$ cat config.mk
export PLATFORM = sky130hd
export DESIGN_NAME = var_latency_line
export DESIGN_NICKNAME = d
export VERILOG_FILES = /design/src/rtl/var_latency_line.sv
export SDC_FILE = /design/constraint.sdc
export NUM_CORES = 1
export LEC_CHECK = 0
export CAP_MARGIN = 10
export CORE_MARGIN = 5
export CORE_UTILIZATION = 25
export CTS_CLUSTER_DIAMETER = 60
export DETAILED_ROUTE_END_ITERATION = 10
export PLACE_DENSITY = 0.51
export SETUP_SLACK_MARGIN = 0.3
export SLEW_MARGIN = 0
export SYNTH_ARGS = -nofsm -noshare
export SYNTH_HDL_FRONTEND = slang
export SYNTH_SLANG_ARGS = --single-unit
export TNS_END_PERCENT = 50
$ cat constraint.sdc
create_clock -name clk -period 5.4 [get_ports clk]
set_clock_uncertainty 0.1 [all_clocks]
set_input_delay 0.54 -clock clk [delete_from_list [all_inputs] [get_ports clk]]
set_output_delay 0.54 -clock clk [all_outputs]
set_load 0.02 [all_outputs]
$ cat src/rtl/var_latency_line.sv
// var_latency_line: multi-channel delay line with a run-time programmable
// latency L (1..MAX_LATENCY), stall (ce), flush and in-flight sample count.
//
// Ports:
//   clk, rst     rising-edge clock, synchronous active-high reset
//   ce           shift enable; 0 holds every stage
//   flush        discard all in-flight samples
//   lat_wr       strobe loading lat_in as the new latency
//   lat_in       requested latency (0 or > MAX_LATENCY is rejected)
//   din          CHANNELS*DATA_Width input samples, channel 0 in LSBs
//   din_valid    din carries a sample
//   dout         stage L-1 data, forced to zero when dout_valid is low
//   dout_valid   stage L-1 valid bit
//   lat_cur      active latency L
//   lat_err      one-cycle pulse after a rejected lat_wr
//   inflight     valid samples held in stages 0..L-1
module var_latency_line #(
   parameter int unsigned MAX_LATENCY     = 16,
   parameter int unsigned DATA_Width      = 8,
   parameter int unsigned CHANNELS        = 2,
   parameter int unsigned DEFAULT_LATENCY = 7,
   localparam int unsigned LAT_W          = $clog2(MAX_LATENCY + 1),
   localparam int unsigned DW             = CHANNELS * DATA_Width
) (
   input  logic             clk,
   input  logic             rst,
   input  logic             ce,
   input  logic             flush,
   input  logic             lat_wr,
   input  logic [LAT_W-1:0] lat_in,
   input  logic [DW-1:0]    din,
   input  logic             din_valid,
   output logic [DW-1:0]    dout,
   output logic             dout_valid,
   output logic [LAT_W-1:0] lat_cur,
   output logic             lat_err,
   output logic [LAT_W-1:0] inflight
);

   // Elaboration-time guard on parameter ranges.
   if (MAX_LATENCY < 1 || MAX_LATENCY > 64) begin : g_bad_max
      $error("var_latency_line: MAX_LATENCY out of range 1..64");
   end
   if (DEFAULT_LATENCY < 1 || DEFAULT_LATENCY > MAX_LATENCY) begin : g_bad_def
      $error("var_latency_line: DEFAULT_LATENCY out of range 1..MAX_LATENCY");
   end

   logic [DW-1:0]          stage_data [MAX_LATENCY];
   logic [MAX_LATENCY-1:0] stage_valid;
   logic [MAX_LATENCY-1:0] valid_shift;
   logic [DW-1:0]          tap_data;
   logic                   tap_valid;
   logic                   lat_legal_c;

   // A latency write is accepted only inside 1..MAX_LATENCY.
   assign lat_legal_c = lat_wr && (lat_in != '0) &&
                        (lat_in <= LAT_W'(MAX_LATENCY));

   // Valid vector after one shift step, din_valid entering stage 0.
   always_comb begin
      valid_shift    = stage_valid << 1;
      valid_shift[0] = din_valid;
   end

   // Tap mux: pick stage L-1; stages at or beyond L never reach the output.
   always_comb begin
      tap_data  = '0;
      tap_valid = 1'b0;
      for (int k = 0; k < int'(MAX_LATENCY); k++) begin
         if (LAT_W'(k + 1) == lat_cur) begin
            tap_data  = stage_data[k];
            tap_valid = stage_valid[k];
         end
      end
   end

   assign dout_valid = tap_valid;
   assign dout       = tap_valid ? tap_data : '0;

   // Data shift register: no reset, masking on dout hides stale contents.
   always_ff @(posedge clk) begin
      if (ce) begin
         for (int k = int'(MAX_LATENCY) - 1; k > 0; k--) begin
            stage_data[k] <= stage_data[k-1];
         end
         stage_data[0] <= din;
      end
   end

   // Valid bits: reset, latency change and flush all empty the line.
   always_ff @(posedge clk) begin
      if (rst) begin
         stage_valid <= '0;
      end else if (lat_legal_c || flush) begin
         stage_valid <= '0;
      end else if (ce) begin
         stage_valid <= valid_shift;
      end
   end

   // Active latency register.
   always_ff @(posedge clk) begin
      if (rst) begin
         lat_cur <= LAT_W'(DEFAULT_LATENCY);
      end else if (lat_legal_c) begin
         lat_cur <= lat_in;
      end
   end

   // Rejected latency write flags for exactly one cycle.
   always_ff @(posedge clk) begin
      if (rst) begin
         lat_err <= 1'b0;
      end else begin
         lat_err <= lat_wr && !lat_legal_c;
      end
   end

   // In-flight count: +1 on entry, -1 on exit, guarded against wrap.
   always_ff @(posedge clk) begin
      if (rst) begin
         inflight <= '0;
      end else if (lat_legal_c || flush) begin
         inflight <= '0;
      end else if (ce) begin
         if (din_valid && !tap_valid && (inflight < lat_cur)) begin
            inflight <= inflight + LAT_W'(1);
         end else if (!din_valid && tap_valid && (inflight != '0)) begin
            inflight <= inflight - LAT_W'(1);
         end
      end
   end

endmodule

* After elaboration in Yosys (flattened, before gate mapping) *
Memory sizes are Yosys's and may differ from the RTL's.
Cells that the tools add are included.

storage, ports and cells
  input bits = 27
  memories kept = 1
  logic and storage cells = 78
  flip-flop bits (word level) = 27
  RAM bits = 256
  output and inout port bits = 28

cells by class
  reductions and logical operators = 16
  magnitude comparators = 2
  muxes and demuxes = 37
  add/sub/neg operators = 2
  equal/unequal tests = 16

memory list
  name        words  width  read ports  clocked after Yosys merged registers in  wr ports  RTL line  text
  stage_data  16     16     16          0                                        16        48        logic [DW-1:0] stage_data [MAX_LATENCY];

operators by type and width
  operator               number
  $mux W16               17
  $eq A4 B5 Y1 const A   8
  $eq A3 B5 Y1 const A   4
  $mux W1                18
  $eq A2 B5 Y1 const A   2
  $mux W5                2
  $reduce_bool A5 Y1     2
  $logic_and A1 B1 Y1    7
  $add A5 B1 Y5 const B  1
  $eq A1 B5 Y1 const A   1
  $eq A5 B5 Y1 const A   1
  $le A5 B5 Y1 const B   1
  $lt A5 B5 Y1           1
  $sub A5 B1 Y5 const B  1
  $logic_not A1 Y1       3
  $reduce_and A2 Y1      1
  $reduce_bool A2 Y1     1
  $reduce_or A2 Y1       1
  $logic_or A1 B1 Y1     1

* Depth between registers and ports, before layout *
  depth in word-level cells = 22
  depth in mapped cells = 15
  mapped depth without buffers = 12

* Least setup slack after synthesis *
No wires, ideal clock.

  kind = reg-to-reg
  from = reg lat_cur[1]
  to = reg inflight[4]
  stages on the path, launching flop included = 15
  period minus slack after synthesis = 3563 ps
  setup time = 133 ps
  required time = 5167 ps
  setup slack = 1837 ps
  arrival time = 3330 ps
  buffers on the path = 2
  path through = dfxtp_1 > buf_2 > buf_4 > clkinv_1 > ha_1 > a21o_1 > a21oi_1 > o21ai_0 > or3_1 > fa_1 > a21o_1 > a21oi_1 > o211a_1 > o21ai_0 > nor3b_2

between the ends
  cells in the longest elaborated chain, start to end = 22
  elaborated cells between the ends (all ways) = 41
  those cells by class = order compare (1); eq/ne (16); mux (17); reduce/logical (7)

RTL lines
  what                                 RTL line  text
  start: declaration                   35        output logic [LAT_W-1:0] lat_cur,
  start signal: assignment             104       lat_cur <= LAT_W'(DEFAULT_LATENCY);
  start signal: assignment             106       lat_cur <= lat_in;
  $eq A1 B5 Y1                         70        if (LAT_W'(k + 1) == lat_cur) begin
  $mux W1 (16 in a row)                70
  $logic_not A1 Y1                     126       if (din_valid && !tap_valid && (inflight < lat_cur)) begin
  $logic_and A1 B1 Y1 (2 in a row)     126
  $reduce_bool A2 Y1 (no source line)  -
  $reduce_and A2 Y1 (no source line)   -
  end signal: assignment               127       inflight <= inflight + LAT_W'(1);
  end signal: assignment               129       inflight <= inflight - LAT_W'(1);
  end: declaration                     37        output logic [LAT_W-1:0] inflight

Several ways; a longest one is shown, not always the timed one.
A chain may end at the register's enable or synchronous reset.

* Final worst setup path *
  from = reg lat_cur[4]
  to = out dout[4]

between the ends
  cells in the longest elaborated chain, start to end = 18
  elaborated cells between the ends (all ways) = 49
  those cells by class = eq/ne (16); mux (33)

RTL lines
  what                                                      RTL line  text
  $eq A1 B5 Y1                                              70
  $mux W16 / $mux W1 (equally long branches) (16 in a row)  70
  $mux W16 *                                                78        assign dout = tap_valid ? tap_data : '0;
  end: declaration                                          33        output logic [DW-1:0] dout,

Every way passes the cells marked *; elsewhere a longest branch is shown, timed or not.

==> metrics.txt <==
# TYPE chip_impl_metric gauge
chip_impl_metric{name="clkSlewWorstSetupHoldPaths",unit="ns"} 0.06
chip_impl_metric{name="clock.fmax",unit="GHz"} 0.203
chip_impl_metric{name="grt_pass1_wl",unit="um"} 47500
chip_impl_info{name="cts_tree",value="yes"} 1
chip_impl_metric{name="clk-insertion-delay-late",unit="ns"} 0.52
chip_impl_metric{name="viasPerCell",unit=""} 4.85
chip_impl_metric{name="dp_cells",unit=""} 1450
chip_impl_metric{name="ys_ff_latch",unit=""} 283
chip_impl_metric{name="global_route.overflow_total",unit=""} 0
chip_impl_metric{name="io_buffers",unit=""} 54
chip_impl_metric{name="synth_enable_flop_cells",unit=""} 256
chip_impl_metric{name="worst_ep_arrival_time",unit="ns"} 4.28
chip_impl_metric{name="path_max_fanout",unit=""} 19
chip_impl_metric{name="finalSetupViolCount",unit=""} 0
chip_impl_metric{name="synth_top_cell_area_share",unit=""} 0.657
chip_impl_metric{name="die_w",unit="um"} 226
chip_impl_metric{name="syn_nets",unit=""} 842
chip_impl_metric{name="post_cts_resize_count",unit=""} 0
chip_impl_metric{name="multiInputGateArea",unit="sq um"} 3220
chip_impl_info{name="path_class",value="flop to output port"} 1
chip_impl_metric{name="pin_count_of_the_biggest_net_entering_global_routing",unit=""} 112
chip_impl_metric{name="detailed_place_hpwl",unit="um"} 21700
chip_impl_metric{name="period_needed",unit="ns"} 4.92
chip_impl_metric{name="detailroute.via_count",unit=""} 7331
chip_impl_metric{name="synth.lib_cells_used.distinct",unit=""} 82
chip_impl_metric{name="maxSlewHeadroom",unit=""} 0.346
chip_impl_info{name="run_status",value="completed"} 1
chip_impl_metric{name="firstDrtPassIters",unit=""} 5
chip_impl_metric{name="critPathRequiredTime",unit="ns"} 4.76
chip_impl_info{name="synth_ff_type",value="sky130_fd_sc_hd__edfxtp_1"} 1
chip_impl_info{name="synth.area.top_cells",value="sky130_fd_sc_hd__edfxtp_1 66%, sky130_fd_sc_hd__dfxtp_1 4.6%, sky130_fd_sc_hd__a21oi_1 2.1%, sky130_fd_sc_hd__a22oi_1 1.9%, sky130_fd_sc_hd__mux2i_1 1.8%"} 1
chip_impl_info{name="endpoint_kind",value="output port"} 1
chip_impl_info{name="synth_largest_area_cell",value="sky130_fd_sc_hd__edfxtp_1"} 1
chip_impl_metric{name="top_level_ports",unit=""} 55
chip_impl_info{name="critPathSlowestCell",value="sky130_fd_sc_hd__dfxtp_1"} 1
chip_impl_metric{name="fin_cells",unit=""} 1511
chip_impl_info{name="launching_element_type_of_the_critical_path",value="flop"} 1
chip_impl_metric{name="total_leakage_power",unit="nW"} 4.66
chip_impl_info{name="rsz0062_at_grt",value="false"} 1
chip_impl_metric{name="number_of_global_route_vias_before_repair",unit=""} 7452
chip_impl_metric{name="timing.final.crit_share",unit=""} 0.911
chip_impl_metric{name="initial_utilization",unit=""} 0.252
chip_impl_metric{name="number_of_standard_cells_after_synthesis",unit=""} 807
chip_impl_metric{name="synth.avg_cell_area",unit="sq um"} 14.5
chip_impl_info{name="cp_top_family",value="simple AND/OR/NAND/NOR gates"} 1
chip_impl_metric{name="cellPowerDensity",unit="nW/um^2"} 373
chip_impl_metric{name="violation_count_after_the_first_detailed_routing_iteration",unit=""} 849
chip_impl_metric{name="wl_per_cell",unit="um"} 20.8
chip_impl_metric{name="ant_nets",unit=""} 0
chip_impl_metric{name="cts.repair_timing.setup_buffer_count",unit=""} 0
chip_impl_metric{name="max-cap-violations",unit=""} 0
chip_impl_metric{name="drv_slew",unit=""} 0
chip_impl_metric{name="cts.sink_count",unit=""} 283
chip_impl_metric{name="synth.yosys.warnings",unit=""} 0
chip_impl_metric{name="tightest_slew",unit="ns"} 0.981
chip_impl_metric{name="hold_viol",unit=""} 0
chip_impl_metric{name="area.sequential",unit="sq um"} 8230
chip_impl_info{name="cts_root_buf",value="sky130_fd_sc_hd__clkbuf_16"} 1
chip_impl_metric{name="timing.critical_path.slowest_cell_delay",unit="ns"} 0.87
chip_impl_metric{name="die_height",unit="um"} 226
chip_impl_metric{name="post-route-drc-count",unit=""} 0
chip_impl_info{name="path_cells",value="or3b_1 -> nor3_1 -> or4_4 -> a211oi_4 -> nor2_2 -> a2111oi_2 -> clkdlybuf4s50_1"} 1
chip_impl_metric{name="grt_usage",unit=""} 0.120
chip_impl_metric{name="synth-async-reset-ratio",unit=""} 0
chip_impl_metric{name="syn_to_final_growth",unit="%"} 20.1
chip_impl_metric{name="cp.buffers_inverters",unit=""} 1
chip_impl_metric{name="core-area",unit="sq um"} 46500
chip_impl_metric{name="tritoncts.num_buffers",unit=""} 34
chip_impl_metric{name="floorplan.die_area",unit="sq um"} 51200
chip_impl_metric{name="finalWirelength",unit="um"} 31500
chip_impl_metric{name="postCtsHoldBufs",unit=""} 0
chip_impl_metric{name="syn-cell-area",unit="sq um"} 11700
chip_impl_metric{name="place_congestion",unit=""} 0.870
chip_impl_metric{name="clock_tree.htree_level_count",unit=""} 2
chip_impl_metric{name="initial_antenna_violation_count",unit=""} 0
chip_impl_metric{name="layout.filler_cells",unit=""} 4651
chip_impl_metric{name="setup_tns",unit="ns"} 0
chip_impl_metric{name="insertedDiodeCount",unit=""} 0
chip_impl_metric{name="final_layout_size_suffix_gt1_frac",unit=""} 0.123
chip_impl_info{name="holdCritPathClass",value="flop to flop"} 1
chip_impl_metric{name="row_count",unit=""} 79
chip_impl_metric{name="worst_ir_drop_vdd",unit="mV"} 0.179
chip_impl_metric{name="final_nets",unit=""} 914
chip_impl_metric{name="synth.yosys.seq_area_share",unit=""} 0.703
chip_impl_metric{name="clk_path_buf_depth",unit=""} 3
metrics by stage:
stage	hold slack, ns	instance area, sq um	power (mW)	util	setup slack (ns)
detailed placement	0.326	13000	3.06	0.279	1.08
global route	0.346	14100	5.44	0.303	0.318
global placement	0.327	13000	3.06	0.279	1.14
finish	0.342	14100	5.24	0.303	0.481
floorplan	0.317	11700	2.84	-	1.84
CTS	0.339	14100	5.29	0.303	0.474
worst paths after layout:
check                                             startpoint                    endpoint  slack, ns  cells past startpoint
worst max register to register       lat_cur[4]$_SDFFE_PP0P_    inflight[4]$_SDFFE_PP0P_       1.10                     12
worst min-delay path            stage_data[0][113]$_DFFE_PP_  stage_data[1][1]$_DFFE_PP_       0.34                      0
worst min register to register  stage_data[0][113]$_DFFE_PP_  stage_data[1][1]$_DFFE_PP_       0.34                      0
worst max-delay path                 lat_cur[4]$_SDFFE_PP0P_                     dout[4]       0.48                      7
where the power goes:
group / internal [mW] / total (mW) / switching, mW
logic: 0.149 / 0.408 / 0.259
clock network: 1.33 / 2.22 / 0.886
registers: 2.53 / 2.61 / 0.0802
layout by cell type (no fill, tap or decap), types with 5 or more instances in the layout:
master / n
sky130_fd_sc_hd__inv_1: 8
sky130_fd_sc_hd__a22oi_1: 29
sky130_fd_sc_hd__or3_1: 6
sky130_fd_sc_hd__o21ai_0: 37
sky130_fd_sc_hd__mux2i_1: 21
sky130_fd_sc_hd__o22ai_1: 11
sky130_fd_sc_hd__buf_4: 21
sky130_fd_sc_hd__o211ai_1: 6
sky130_fd_sc_hd__nor2_1: 54
sky130_fd_sc_hd__nor4_1: 5
sky130_fd_sc_hd__ha_1: 7
sky130_fd_sc_hd__a222oi_1: 6
sky130_fd_sc_hd__a211oi_1: 5
sky130_fd_sc_hd__nor3_1: 10
sky130_fd_sc_hd__dfxtp_1: 24
sky130_fd_sc_hd__nand3_1: 14
sky130_fd_sc_hd__edfxtp_1: 256
sky130_fd_sc_hd__clkbuf_16: 34
sky130_fd_sc_hd__o21a_1: 8
sky130_fd_sc_hd__nand2b_1: 8
sky130_fd_sc_hd__mux2_2: 9
sky130_fd_sc_hd__a221oi_1: 20
sky130_fd_sc_hd__nor2b_1: 8
sky130_fd_sc_hd__nand2_1: 54
sky130_fd_sc_hd__clkbuf_1: 11
sky130_fd_sc_hd__a31oi_1: 8
sky130_fd_sc_hd__clkdlybuf4s50_1: 53
sky130_fd_sc_hd__a21oi_1: 48
state kept, by name (all words and copies together), names as in the netlist:
signal,cells
lat_err,1
lat_cur,5
stage_valid,16
stage_data,256
inflight,5
metal layers:
layer,up-vias,global-route usage,share of wire
li1,3373,-,-
met1,3627,0.179,0.48
met2,279,0.177,0.43
met3,52,0.0236,0.066
met4,0,0.0353,0.025
met5,-,0,0
cells in the mapped netlist (4+ instances only):
library cell,number
sky130_fd_sc_hd__o221ai_1,4
sky130_fd_sc_hd__a221oi_1,20
sky130_fd_sc_hd__edfxtp_1,256
sky130_fd_sc_hd__nand2b_1,8
sky130_fd_sc_hd__mux2_2,9
sky130_fd_sc_hd__nor3_1,10
sky130_fd_sc_hd__o21a_1,8
sky130_fd_sc_hd__a22o_1,4
sky130_fd_sc_hd__nor3b_1,4
sky130_fd_sc_hd__a21o_1,4
sky130_fd_sc_hd__buf_4,6
sky130_fd_sc_hd__nor2_1,54
sky130_fd_sc_hd__nand4b_1,4
sky130_fd_sc_hd__a222oi_1,6
sky130_fd_sc_hd__nand3_1,14
sky130_fd_sc_hd__a211oi_1,5
sky130_fd_sc_hd__o22ai_1,11
sky130_fd_sc_hd__nand2_1,54
sky130_fd_sc_hd__buf_6,4
sky130_fd_sc_hd__a21oi_1,48
sky130_fd_sc_hd__nor2b_1,8
sky130_fd_sc_hd__o21ai_0,37
sky130_fd_sc_hd__a32oi_1,4
sky130_fd_sc_hd__mux2i_1,21
sky130_fd_sc_hd__o211ai_1,6
sky130_fd_sc_hd__or3_1,6
sky130_fd_sc_hd__buf_2,14
sky130_fd_sc_hd__ha_1,7
sky130_fd_sc_hd__dfxtp_1,27
sky130_fd_sc_hd__or3b_1,4
sky130_fd_sc_hd__clkbuf_1,15
sky130_fd_sc_hd__inv_1,8
sky130_fd_sc_hd__nor4_1,5
sky130_fd_sc_hd__nand3b_1,4
sky130_fd_sc_hd__a31oi_1,8
sky130_fd_sc_hd__a22oi_1,29
layout make-up:
cell class                      instances  share of cell area
Clock inverter                         15              0.0126
Tap cell                              607              0.0540
Multi-Input combinational cell        475               0.229
Sequential cell                       283               0.586
Clock buffer                           46              0.0645
Timing Repair Buffer                   76              0.0515
Inverter                                9             0.00240
kinds of logic after synthesis:
group	count (synthesis)	share of synthesized area
DFF	283	0.703
AOI/OAI and AO/OA	231	0.143
and+or+nand+nor	203	0.0947
buffers and inverters	49	0.0217
muxes	30	0.0266
adders and majority gates	8	0.00919
xor gates and xnor gates	3	0.00225
Note: power is estimated with default switching activity, not from simulation.
